### src/rtl/led_pattern_sequencer_pkg.sv
// Shared types and helpers for the LED pattern sequencer: mode/state enums, LED count, one-hot decode.
// Pure declarations: no logic, no latency, no backpressure.
package led_seq_pkg;

    localparam int LED_N = 10;

    typedef enum logic [1:0] {
        MODE_STATIC = 2'b00,
        MODE_CHASE  = 2'b01,
        MODE_BOUNCE = 2'b10,
        MODE_BLINK  = 2'b11
    } mode_t;

    typedef enum logic [1:0] {
        ST_LOAD  = 2'b00,
        ST_RUN   = 2'b01,
        ST_PAUSE = 2'b10
    } state_t;

    function automatic logic [LED_N-1:0] posOneHot(input logic [3:0] pos);
        logic [LED_N-1:0] v;
        v = '0;
        if (pos <= 4'(LED_N - 1)) begin
            v[pos] = 1'b1;
        end
        return v;
    endfunction

endpackage

### src/rtl/led_pattern_sequencer_if.sv
// Control inputs and LED drive outputs of the sequencer, bundled with master/slave views.
// Wires only: no latency, no backpressure.
interface led_seq_if;
    import led_seq_pkg::*;

    logic [1:0]       iMode;
    logic [LED_N-1:0] iPattern;
    logic             iRun;
    logic             iStep;
    logic             oLed0, oLed1, oLed2, oLed3, oLed4;
    logic             oLed5, oLed6, oLed7, oLed8, oLed9;
    logic             oTick;

    modport master (
        output iMode, iPattern, iRun, iStep,
        input  oLed0, oLed1, oLed2, oLed3, oLed4,
        input  oLed5, oLed6, oLed7, oLed8, oLed9,
        input  oTick
    );

    modport slave (
        input  iMode, iPattern, iRun, iStep,
        output oLed0, oLed1, oLed2, oLed3, oLed4,
        output oLed5, oLed6, oLed7, oLed8, oLed9,
        output oTick
    );

endinterface

### src/rtl/led_pattern_sequencer_tick_gen.sv
// Step prescaler: counts enabled cycles, oTc pulses combinationally on the terminal count, then wraps.
// Latency: oTc is combinational from the count; clear wins over enable; holds when disabled.
module led_tick_gen #(
    parameter int TICK_DIV = 12_500_000
) (
    input  logic iClk,
    input  logic iRst_n,
    input  logic iEn,
    input  logic iClr,
    output logic oTc
);

    localparam int CW = $clog2(TICK_DIV);
    localparam logic [CW-1:0] LAST = CW'(TICK_DIV - 1);

    logic [CW-1:0] cnt;

    assign oTc = iEn && (cnt == LAST);

    always_ff @(posedge iClk) begin
        if (!iRst_n) begin
            cnt <= '0;
        end else if (iClr) begin
            cnt <= '0;
        end else if (iEn) begin
            cnt <= oTc ? '0 : cnt + 1'b1;
        end
    end

endmodule

### src/rtl/led_pattern_sequencer.sv
// Drives ten LEDs through static/chase/bounce/blink patterns, paced by a prescaled tick or single-step button.
// Latency: LEDs and oTick registered, 1 cycle after the step condition; no backpressure.
module led_pattern_sequencer #(
    parameter int TICK_DIV = 12_500_000,
    parameter int LED_N    = 10
) (
    input  logic     iClk,
    input  logic     iRst_n,
    led_seq_if.slave ledBus
);
    import led_seq_pkg::*;

    state_t           state, stateNext;
    mode_t            modeReg, modeIn;
    logic [3:0]       pos, posNext;
    logic             dir, dirNext;
    logic             blinkPh, blinkPhNext;
    logic             stepDly;
    logic             stepNow;
    logic             modeChg;
    logic             presTc;
    logic [LED_N-1:0] ledQ, ledNext;
    logic             tickQ;

    assign modeIn  = mode_t'(ledBus.iMode);
    assign modeChg = (modeIn != modeReg);

    led_tick_gen #(.TICK_DIV(TICK_DIV)) uTickGen (
        .iClk   (iClk),
        .iRst_n (iRst_n),
        .iEn    (state == ST_RUN),
        .iClr   (state == ST_LOAD),
        .oTc    (presTc)
    );

    always_comb begin
        stateNext   = state;
        posNext     = pos;
        dirNext     = dir;
        blinkPhNext = blinkPh;
        stepNow     = 1'b0;
        ledNext     = '0;

        case (state)
            ST_LOAD: begin
                posNext     = 4'd0;
                dirNext     = 1'b1;
                blinkPhNext = 1'b1;
                stateNext   = ledBus.iRun ? ST_RUN : ST_PAUSE;
            end
            ST_RUN: begin
                stepNow = presTc;
                if (!ledBus.iRun) stateNext = ST_PAUSE;
            end
            ST_PAUSE: begin
                // A resume request in the same cycle swallows the button edge.
                stepNow = ledBus.iStep && !stepDly && !ledBus.iRun;
                if (ledBus.iRun) stateNext = ST_RUN;
            end
            default: stateNext = ST_LOAD;
        endcase

        if (modeChg) begin
            stateNext = ST_LOAD;
            stepNow   = 1'b0;
        end

        if (stepNow) begin
            case (modeReg)
                MODE_CHASE:  posNext = (pos == 4'd9) ? 4'd0 : pos + 4'd1;
                MODE_BOUNCE: begin
                    if (dir) begin
                        posNext = pos + 4'd1;
                        if (pos == 4'd8) dirNext = 1'b0;
                    end else begin
                        posNext = pos - 4'd1;
                        if (pos == 4'd1) dirNext = 1'b1;
                    end
                end
                MODE_BLINK:  blinkPhNext = ~blinkPh;
                default:     ;
            endcase
        end

        case (modeIn)
            MODE_STATIC: ledNext = ledBus.iPattern;
            MODE_BLINK:  ledNext = blinkPhNext ? ledBus.iPattern : '0;
            default:     ledNext = posOneHot(posNext);
        endcase
    end

    always_ff @(posedge iClk) begin
        if (!iRst_n) begin
            state   <= ST_LOAD;
            modeReg <= MODE_STATIC;
            pos     <= 4'd0;
            dir     <= 1'b1;
            blinkPh <= 1'b1;
            stepDly <= 1'b0;
            ledQ    <= '0;
            tickQ   <= 1'b0;
        end else begin
            state   <= stateNext;
            modeReg <= modeIn;
            pos     <= posNext;
            dir     <= dirNext;
            blinkPh <= blinkPhNext;
            stepDly <= ledBus.iStep;
            ledQ    <= ledNext;
            tickQ   <= stepNow;
        end
    end

    assign ledBus.oLed0 = ledQ[0];
    assign ledBus.oLed1 = ledQ[1];
    assign ledBus.oLed2 = ledQ[2];
    assign ledBus.oLed3 = ledQ[3];
    assign ledBus.oLed4 = ledQ[4];
    assign ledBus.oLed5 = ledQ[5];
    assign ledBus.oLed6 = ledQ[6];
    assign ledBus.oLed7 = ledQ[7];
    assign ledBus.oLed8 = ledQ[8];
    assign ledBus.oLed9 = ledQ[9];
    assign ledBus.oTick = tickQ;

endmodule

### src/flat_wrapper.sv
// flat-port wrapper written by rule: the top's interface ports become plain ports
module led_pattern_sequencer_flat import led_seq_pkg::*;
#(
    parameter int TICK_DIV = 12_500_000,
    parameter int LED_N    = 10
)
  (iClk, iRst_n, ledBus_iMode, ledBus_iPattern, ledBus_iRun, ledBus_iStep, ledBus_oLed0, ledBus_oLed1, ledBus_oLed2, ledBus_oLed3, ledBus_oLed4, ledBus_oLed5, ledBus_oLed6, ledBus_oLed7, ledBus_oLed8, ledBus_oLed9, ledBus_oTick);
  led_seq_if ledBus_i ();
  input  logic iClk;
  input  logic iRst_n;
  input wire logic [$bits(ledBus_i.iMode)-1:0] ledBus_iMode;
  input wire logic [$bits(ledBus_i.iPattern)-1:0] ledBus_iPattern;
  input wire logic [$bits(ledBus_i.iRun)-1:0] ledBus_iRun;
  input wire logic [$bits(ledBus_i.iStep)-1:0] ledBus_iStep;
  output wire logic [$bits(ledBus_i.oLed0)-1:0] ledBus_oLed0;
  output wire logic [$bits(ledBus_i.oLed1)-1:0] ledBus_oLed1;
  output wire logic [$bits(ledBus_i.oLed2)-1:0] ledBus_oLed2;
  output wire logic [$bits(ledBus_i.oLed3)-1:0] ledBus_oLed3;
  output wire logic [$bits(ledBus_i.oLed4)-1:0] ledBus_oLed4;
  output wire logic [$bits(ledBus_i.oLed5)-1:0] ledBus_oLed5;
  output wire logic [$bits(ledBus_i.oLed6)-1:0] ledBus_oLed6;
  output wire logic [$bits(ledBus_i.oLed7)-1:0] ledBus_oLed7;
  output wire logic [$bits(ledBus_i.oLed8)-1:0] ledBus_oLed8;
  output wire logic [$bits(ledBus_i.oLed9)-1:0] ledBus_oLed9;
  output wire logic [$bits(ledBus_i.oTick)-1:0] ledBus_oTick;
  assign ledBus_i.iMode = ledBus_iMode;
  assign ledBus_i.iPattern = ledBus_iPattern;
  assign ledBus_i.iRun = ledBus_iRun;
  assign ledBus_i.iStep = ledBus_iStep;
  assign ledBus_oLed0 = ledBus_i.oLed0;
  assign ledBus_oLed1 = ledBus_i.oLed1;
  assign ledBus_oLed2 = ledBus_i.oLed2;
  assign ledBus_oLed3 = ledBus_i.oLed3;
  assign ledBus_oLed4 = ledBus_i.oLed4;
  assign ledBus_oLed5 = ledBus_i.oLed5;
  assign ledBus_oLed6 = ledBus_i.oLed6;
  assign ledBus_oLed7 = ledBus_i.oLed7;
  assign ledBus_oLed8 = ledBus_i.oLed8;
  assign ledBus_oLed9 = ledBus_i.oLed9;
  assign ledBus_oTick = ledBus_i.oTick;
  led_pattern_sequencer #(.TICK_DIV(TICK_DIV), .LED_N(LED_N)) u_core (.iClk(iClk), .iRst_n(iRst_n), .ledBus(ledBus_i));
endmodule
### config.mk
export PLATFORM = sky130hd
export DESIGN_NAME = led_pattern_sequencer_flat
export DESIGN_NICKNAME = d
export VERILOG_FILES = /design/src/rtl/led_pattern_sequencer_pkg.sv /design/src/rtl/led_pattern_sequencer_if.sv /design/src/rtl/led_pattern_sequencer_tick_gen.sv /design/src/rtl/led_pattern_sequencer.sv /design/src/flat_wrapper.sv
export SDC_FILE = /design/constraint.sdc
export NUM_CORES = 1
export LEC_CHECK = 0
export CAP_MARGIN = 20
export CORE_UTILIZATION = 51
export CTS_CLUSTER_DIAMETER = 100
export DETAILED_ROUTE_END_ITERATION = 7
export GPL_TIMING_DRIVEN = 1
export PLACE_DENSITY = 0.73
export SLEW_MARGIN = 30
export SYNTH_ARGS = -nofsm -noshare
export SYNTH_HDL_FRONTEND = slang
export SYNTH_SLANG_ARGS = --single-unit
### constraint.sdc
create_clock -name iClk -period 2.2 [get_ports iClk]
set_input_delay 0.22 -clock iClk [delete_from_list [all_inputs] [get_ports iClk]]
set_output_delay 0.22 -clock iClk [all_outputs]
set_load 0.02 [all_outputs]
==> results.sh, run 1 <==
export IMPL_numPortBuffers=26
export IMPL_grt_pass1_vias=2170
export IMPL_pin_count=27
export IMPL_power_per_cell_area_nw_per_um2=467
export IMPL_vias_per_cell=5.50
export IMPL_yosys_area_top_type="dfxtp_1"
export IMPL_syn_cell_area_sq_um=2480
export IMPL_avgSynthCellArea_sq_um=8.76
export IMPL_cts_sinks=46
export IMPL_rows=25
export IMPL_async_flop_share_pct=0
export IMPL_synth_yosys_seq_area_share_pct=37.1
export IMPL_finalSetupViolCount=2
export IMPL_fillers=350
export IMPL_cts_buffer_depth=2
export IMPL_core_area_sq_um=4690
export IMPL_grt_overflow=0
export IMPL_cap_violations=0
export IMPL_synth_most_common_cell="dfxtp_1"
export IMPL_yosysWarnings=0
export IMPL_track_usage_pct=22.5
export IMPL_holdBufCountCts=0
export IMPL_grt_antenna_before_repair=0
export IMPL_grt_busiest_layer="met2"
export IMPL_slew_limit_headroom_pct=38.9
export IMPL_period_share_pct=103
export IMPL_endpoint_kind="register"
export IMPL_netlist_top_cells_count="dfxtp_1, nor2_1, inv_1"
export IMPL_synth_edf_count=0
export IMPL_syn_to_final_growth_pct=36.4
export IMPL_initial_core_util_pct=52.9
export IMPL_design_area_sq_um=3380
export IMPL_syn_nets=312
export IMPL_antenna_left=0
export IMPL_status="finished with violations"
export IMPL_gp_congestion=0.833
export IMPL_maxSlewViolCount=0
export IMPL_hold_viol_final=0
export IMPL_worst_skew_pair_late_latency_ns=0.31
export IMPL_use_met3_pct=4.50
export IMPL_htree_levels=2
export IMPL_skew_ns=0.00668
export IMPL_worstSetupPathType="in -> reg"
export IMPL_failed_checks="negative setup slack"
export IMPL_yosys_top_cells_area="dfxtp_1, ha_1, nor2_1"
export IMPL_grt_use_met1_pct=26.9
export IMPL_drt_wirelength_per_cell_microns=14.5
export IMPL_rsz0062_at_grt="true"
export IMPL_drt_first_iter_violations=101
export IMPL_ir_drop_mv=0.262
export IMPL_placed_cells=390
export IMPL_r2r_start="u_core.uTickGen.cnt[9]"
export IMPL_crit_slowest_cell="nor3b_1"
export IMPL_p_leak_nw=1.25
export IMPL_hold_class="in -> reg"
export IMPL_drive_gt1_share_pct=26.6
export IMPL_cts_made_buffers=5
export IMPL_clk_pin_slew_ns=0.09
export IMPL_cp_max_fo=5
export IMPL_dieArea_sq_um=5150
export IMPL_period_needed_ns=2.26
export IMPL_wl_microns=5840
export IMPL_path_cells="clkdlybuf4s50_1 > buf_4 > inv_1 > ha_1 > nor3b_1 > o211ai_4 > o32ai_1"
export IMPL_cp_startpoint="ledBus_iMode[0]"
export IMPL_grt_start_max_net_pins=17
export IMPL_ys_flop_type="dfxtp_1"
export IMPL_hp_start="ledBus_iPattern[2]"
export IMPL_crit_arrival_ns=2.46
export IMPL_startpoint_type="primary input"
export IMPL_max_clock_freq_ghz=0.443
export IMPL_worst_slew_pin_slew_ns=0.914
export IMPL_cts_root_buf="clkbuf_8"
export IMPL_setup_ws_ns=-0.0591
export IMPL_die_h_microns=71.7
export IMPL_ys_ff_latch=46
export IMPL_die_width_microns=71.7
export IMPL_netlist_instances=283
export IMPL_final_cells=404
export IMPL_grt_pass1_wl_microns=9220
export IMPL_synth_top_cell_area_share_pct=37.1
export IMPL_diodes=0
export IMPL_drt_drc_violations_left=0
export IMPL_vias=2220
export IMPL_cts_tree="built"
export IMPL_slowest_delay_ns=0.77
export IMPL_required_ns=2.40
export IMPL_dpl_cell_area_sq_um=3050
export IMPL_whs_ns=0.465
export IMPL_p_total_mw=1.58
export IMPL_first_pass_iters=4
export IMPL_hpwl_microns=3960
export IMPL_nNetsFinal=378
export IMPL_grt_use_met2_pct=40.3
export IMPL_ys_types=50
cell type report:
cell class                 count  area, sq um  share of cell area, %
clock buffer                   5         68.8                   2.03
clock inverter                 3         23.8                  0.703
inverter                      21         81.3                   2.40
multi-input combinational    208         1640                   48.6
sequential                    46          927                   27.4
tap                           54         67.6                   2.00
timing repair buffer          67          572                   16.9
critical path, delay by kind of cell:
kind / cells / cell delay, ns
adders and majority gates: 1 / 0.33
and+or+nand+nor: 1 / 0.77
buffers and inverters: 3 / 0.65
AOI/OAI and AO/OA: 2 / 0.48
power by group:
group | internal, mW | switching, mW
clock network | 0.228 | 0.317
logic | 0.0948 | 0.0895
registers | 0.844 | 0.00761
total | 1.17 | 0.414
cell families (layout without fill, tap and decap cells):
group | count (synthesis) | after routing | share of synthesized area [%]
mux | 5 | 5 | 2.07
simple gates | 123 | 123 | 28.2
compound gates | 40 | 42 | 11.9
flops | 46 | 46 | 37.1
xor+xnor | 25 | 25 | 8.83
buf+inv | 31 | 96 | 5.35
fa+ha+maj | 13 | 13 | 6.56
metal layers:
layer	up-vias	wire [microns]
li1	1125	-
met1	1049	2630
met2	40	2920
met3	6	210
met4	0	79
met5	-	0
sequential cells by signal (all words and copies together), names as in the netlist:
| signal | cells |
|---|---|
| u_core.dir | 1 |
| u_core.ledBus.oTick | 1 |
| u_core.blinkPh | 1 |
| u_core.modeReg | 2 |
| u_core.ledQ | 10 |
| u_core.stepDly | 1 |
| u_core.state | 2 |
| u_core.pos | 4 |
| u_core.uTickGen.cnt | 24 |
metrics by stage:
stage | TNS [ns] | utilization [%] | setup slack (ns)
after floorplan | -0.489 | - | -0.0494
after global placement | -0.796 | 64.9 | -0.0932
after detailed placement | -1.35 | 64.9 | -0.158
after CTS | -0.0213 | 68.2 | -0.0149
after global routing | -0.524 | 72.1 | -0.150
final | -0.0599 | 72.1 | -0.0591
final timing paths:
path              slack, ns  cells after the start                       to
setup / recovery      -0.06                      7           u_core.ledQ[3]
setup reg to reg      -0.04                      7           u_core.ledQ[3]
hold / removal         0.47                      3           u_core.ledQ[2]
hold reg to reg        0.50                      2  u_core.uTickGen.cnt[18]
cells in the final DEF (no fill, tap or decap), types with 3 or more instances in the layout:
| cell | Yosys | routed |
|---|---|---|
| dfxtp_1 | 46 | 43 |
| o21ai_0 | 9 | 7 |
| nand4_1 | 5 | 5 |
| nand2_1 | 13 | 13 |
| or2_2 | 4 | 3 |
| a21oi_1 | 7 | 6 |
| nand2b_1 | 5 | 5 |
| nand3_1 | 13 | 12 |
| nand3b_1 | 4 | 4 |
| o32ai_1 | 10 | 4 |
| o32ai_2 | 0 | 6 |
| xnor2_1 | 13 | 13 |
| buf_4 | 2 | 40 |
| and3_1 | 6 | 6 |
| ha_1 | 13 | 12 |
| xor2_1 | 12 | 12 |
| clkbuf_8 | 0 | 5 |
| mux2i_1 | 4 | 3 |
| nor2_1 | 37 | 36 |
| inv_1 | 21 | 20 |
| and2_1 | 7 | 7 |
| or3_1 | 6 | 5 |
| clkdlybuf4s50_1 | 0 | 26 |
timing repair:
item	in CTS	in global routing
resized for setup	15	26
setup endpoints to repair	10	11
setup buffers	0	4
pin swaps	5	11
gates cloned	0	2
Note: power is estimated with default switching activity, not from simulation.
==> inputs of run 2 (changes only) <==
- CORE_UTILIZATION: 51 -> 55
- PLACE_DENSITY: 0.73 -> 0.75
- SLEW_MARGIN: 30 -> unset
- clock period: 2.2 -> 2.9 ns (I/O delays scaled with it)
==> results.sh, run 2 (synthesis results as in run 1) <==
export IMPL_regMostFlops="u_core.uTickGen.cnt"
export IMPL_grt_pass1_wl_microns=8480
export IMPL_drt_wirelength_per_cell_microns=13.8
export IMPL_postCtsSetupBuffers=0
export IMPL_rsz0062_at_grt="false"
export IMPL_dp_slack_ns=0.271
export IMPL_clk_pin_slew_ns=0.08
export IMPL_hold_viol_final=0
export IMPL_wl_met1_microns=2210
export IMPL_largest_register_ffs=24
export IMPL_worstSetupPathType="reg -> reg"
export IMPL_design_area_sq_um=2840
export IMPL_first_pass_iters=4
export IMPL_grt_antenna_before_repair=0
export IMPL_dr_wl_met2_microns=2450
export IMPL_status="completed"
export IMPL_htree_levels=2
export IMPL_hold_class="reg -> reg"
export IMPL_drt_drc_violations_left=0
export IMPL_ir_drop_mv=0.273
export IMPL_dieArea_sq_um=4780
export IMPL_antenna_left=0
export IMPL_syn_to_final_growth_pct=14.4
export IMPL_cts_root_buf="clkbuf_8"
export IMPL_vias=2017
export IMPL_multi_input_area_sq_um=1430
export IMPL_cts_buffer_depth=2
export IMPL_cts_sinks=46
export IMPL_drt_first_iter_violations=66
export IMPL_worst_slew_pin_slew_ns=0.534
export IMPL_p_leak_nw=1.01
export IMPL_diodes=0
export IMPL_die_width_microns=69.2
export IMPL_cap_violations=0
export IMPL_highest_signal_layer="met4"
export IMPL_numPortBuffers=26
export IMPL_slew_limit_headroom_pct=63.5
export IMPL_nNetsFinal=336
export IMPL_maxSlewViolCount=0
export IMPL_grt_start_max_net_pins=23
export IMPL_cp_max_fo=10
export IMPL_required_ns=3.06
export IMPL_core_area_sq_um=4350
export IMPL_max_clock_freq_ghz=0.379
export IMPL_cts_made_buffers=5
export IMPL_tns_ns=0
export IMPL_dpl_cell_area_sq_um=2760
export IMPL_crit_arrival_ns=2.81
export IMPL_initial_core_util_pct=57.0
export IMPL_cts_resized=0
export IMPL_layout_commonest_cell="dfxtp_1"
export IMPL_largest_registers="u_core.uTickGen.cnt x24, u_core.ledQ x10, u_core.pos x4"
export IMPL_dr_wl_met3_microns=187
export IMPL_final_core_util_pct=65.2
export IMPL_whs_ns=0.488
export IMPL_track_usage_pct=21.6
export IMPL_pin_count=27
export IMPL_period_needed_ns=2.64
export IMPL_gp_congestion=0.839
export IMPL_p_total_mw=1.12
export IMPL_endpoint_kind="register"
export IMPL_worst_skew_pair_late_latency_ns=0.29
export IMPL_rows=24
export IMPL_fillers=376
export IMPL_placed_cells=352
export IMPL_final_cell_mix="dfxtp_1, nor2_1, clkdlybuf4s50_1"
export IMPL_die_h_microns=69.2
export IMPL_power_per_cell_area_nw_per_um2=395
export IMPL_holdBufCountCts=0
export IMPL_vias_per_cell=5.62
export IMPL_final_cells=359
export IMPL_drive_gt1_share_pct=7.17
export IMPL_seq_area_sq_um=921
export IMPL_setup_ws_ns=0.259
export IMPL_skew_ns=0.00354
export IMPL_cts_tree="built"
export IMPL_grt_pass1_vias=1975
export IMPL_finalSetupViolCount=0
export IMPL_grt_overflow=0
export IMPL_wl_microns=4950
export IMPL_hpwl_microns=3590
export IMPL_startpoint_type="register"
export IMPL_period_share_pct=91.1
run 2: critical path, cell delays in order, from the launching register on:
cell and delay, ns:
dfxtp_1 0.34, inv_1 0.11, ha_1 0.30, and4_1 0.39, nand4_4 0.14, o21a_1 0.31
or4b_4 0.58, o211ai_4 0.18, o32ai_1 0.15
run 2: worst paths after layout:
path | startpoint | endpoint | slack, ns | depth (start not counted)
worst min register to register | u_core.uTickGen.cnt[1] | u_core.uTickGen.cnt[1] | 0.49 | 2
worst max register to register | u_core.state[1] | u_core.ledQ[1] | 0.26 | 8
worst min-delay path | u_core.uTickGen.cnt[1] | u_core.uTickGen.cnt[1] | 0.49 | 2
worst max-delay path | u_core.state[1] | u_core.ledQ[1] | 0.26 | 8
run 2: where the power goes:
part           internal (mW)  leakage [nW]  total [mW]  switching, mW
Combinational         0.0536         0.594       0.108         0.0544
Sequential             0.640         0.372       0.645        0.00529
Clock                  0.162        0.0438       0.368          0.206
run 2: cell type report:
class	instances	area share, %
sequential	46	32.5
tap	52	2.29
inverter	21	2.78
multi-input combinational	206	50.3
timing repair buffer	27	9.44
clock inverter	2	0.353
clock buffer	5	2.43
run 2: per-layer routing:
metal | global-route usage (%) | vias to the layer above
met5 | 0 | -
met4 | 9.52 | 0
met3 | 5.12 | 10
met2 | 37.2 | 44
met1 | 25.5 | 934
li1 | - | 1029
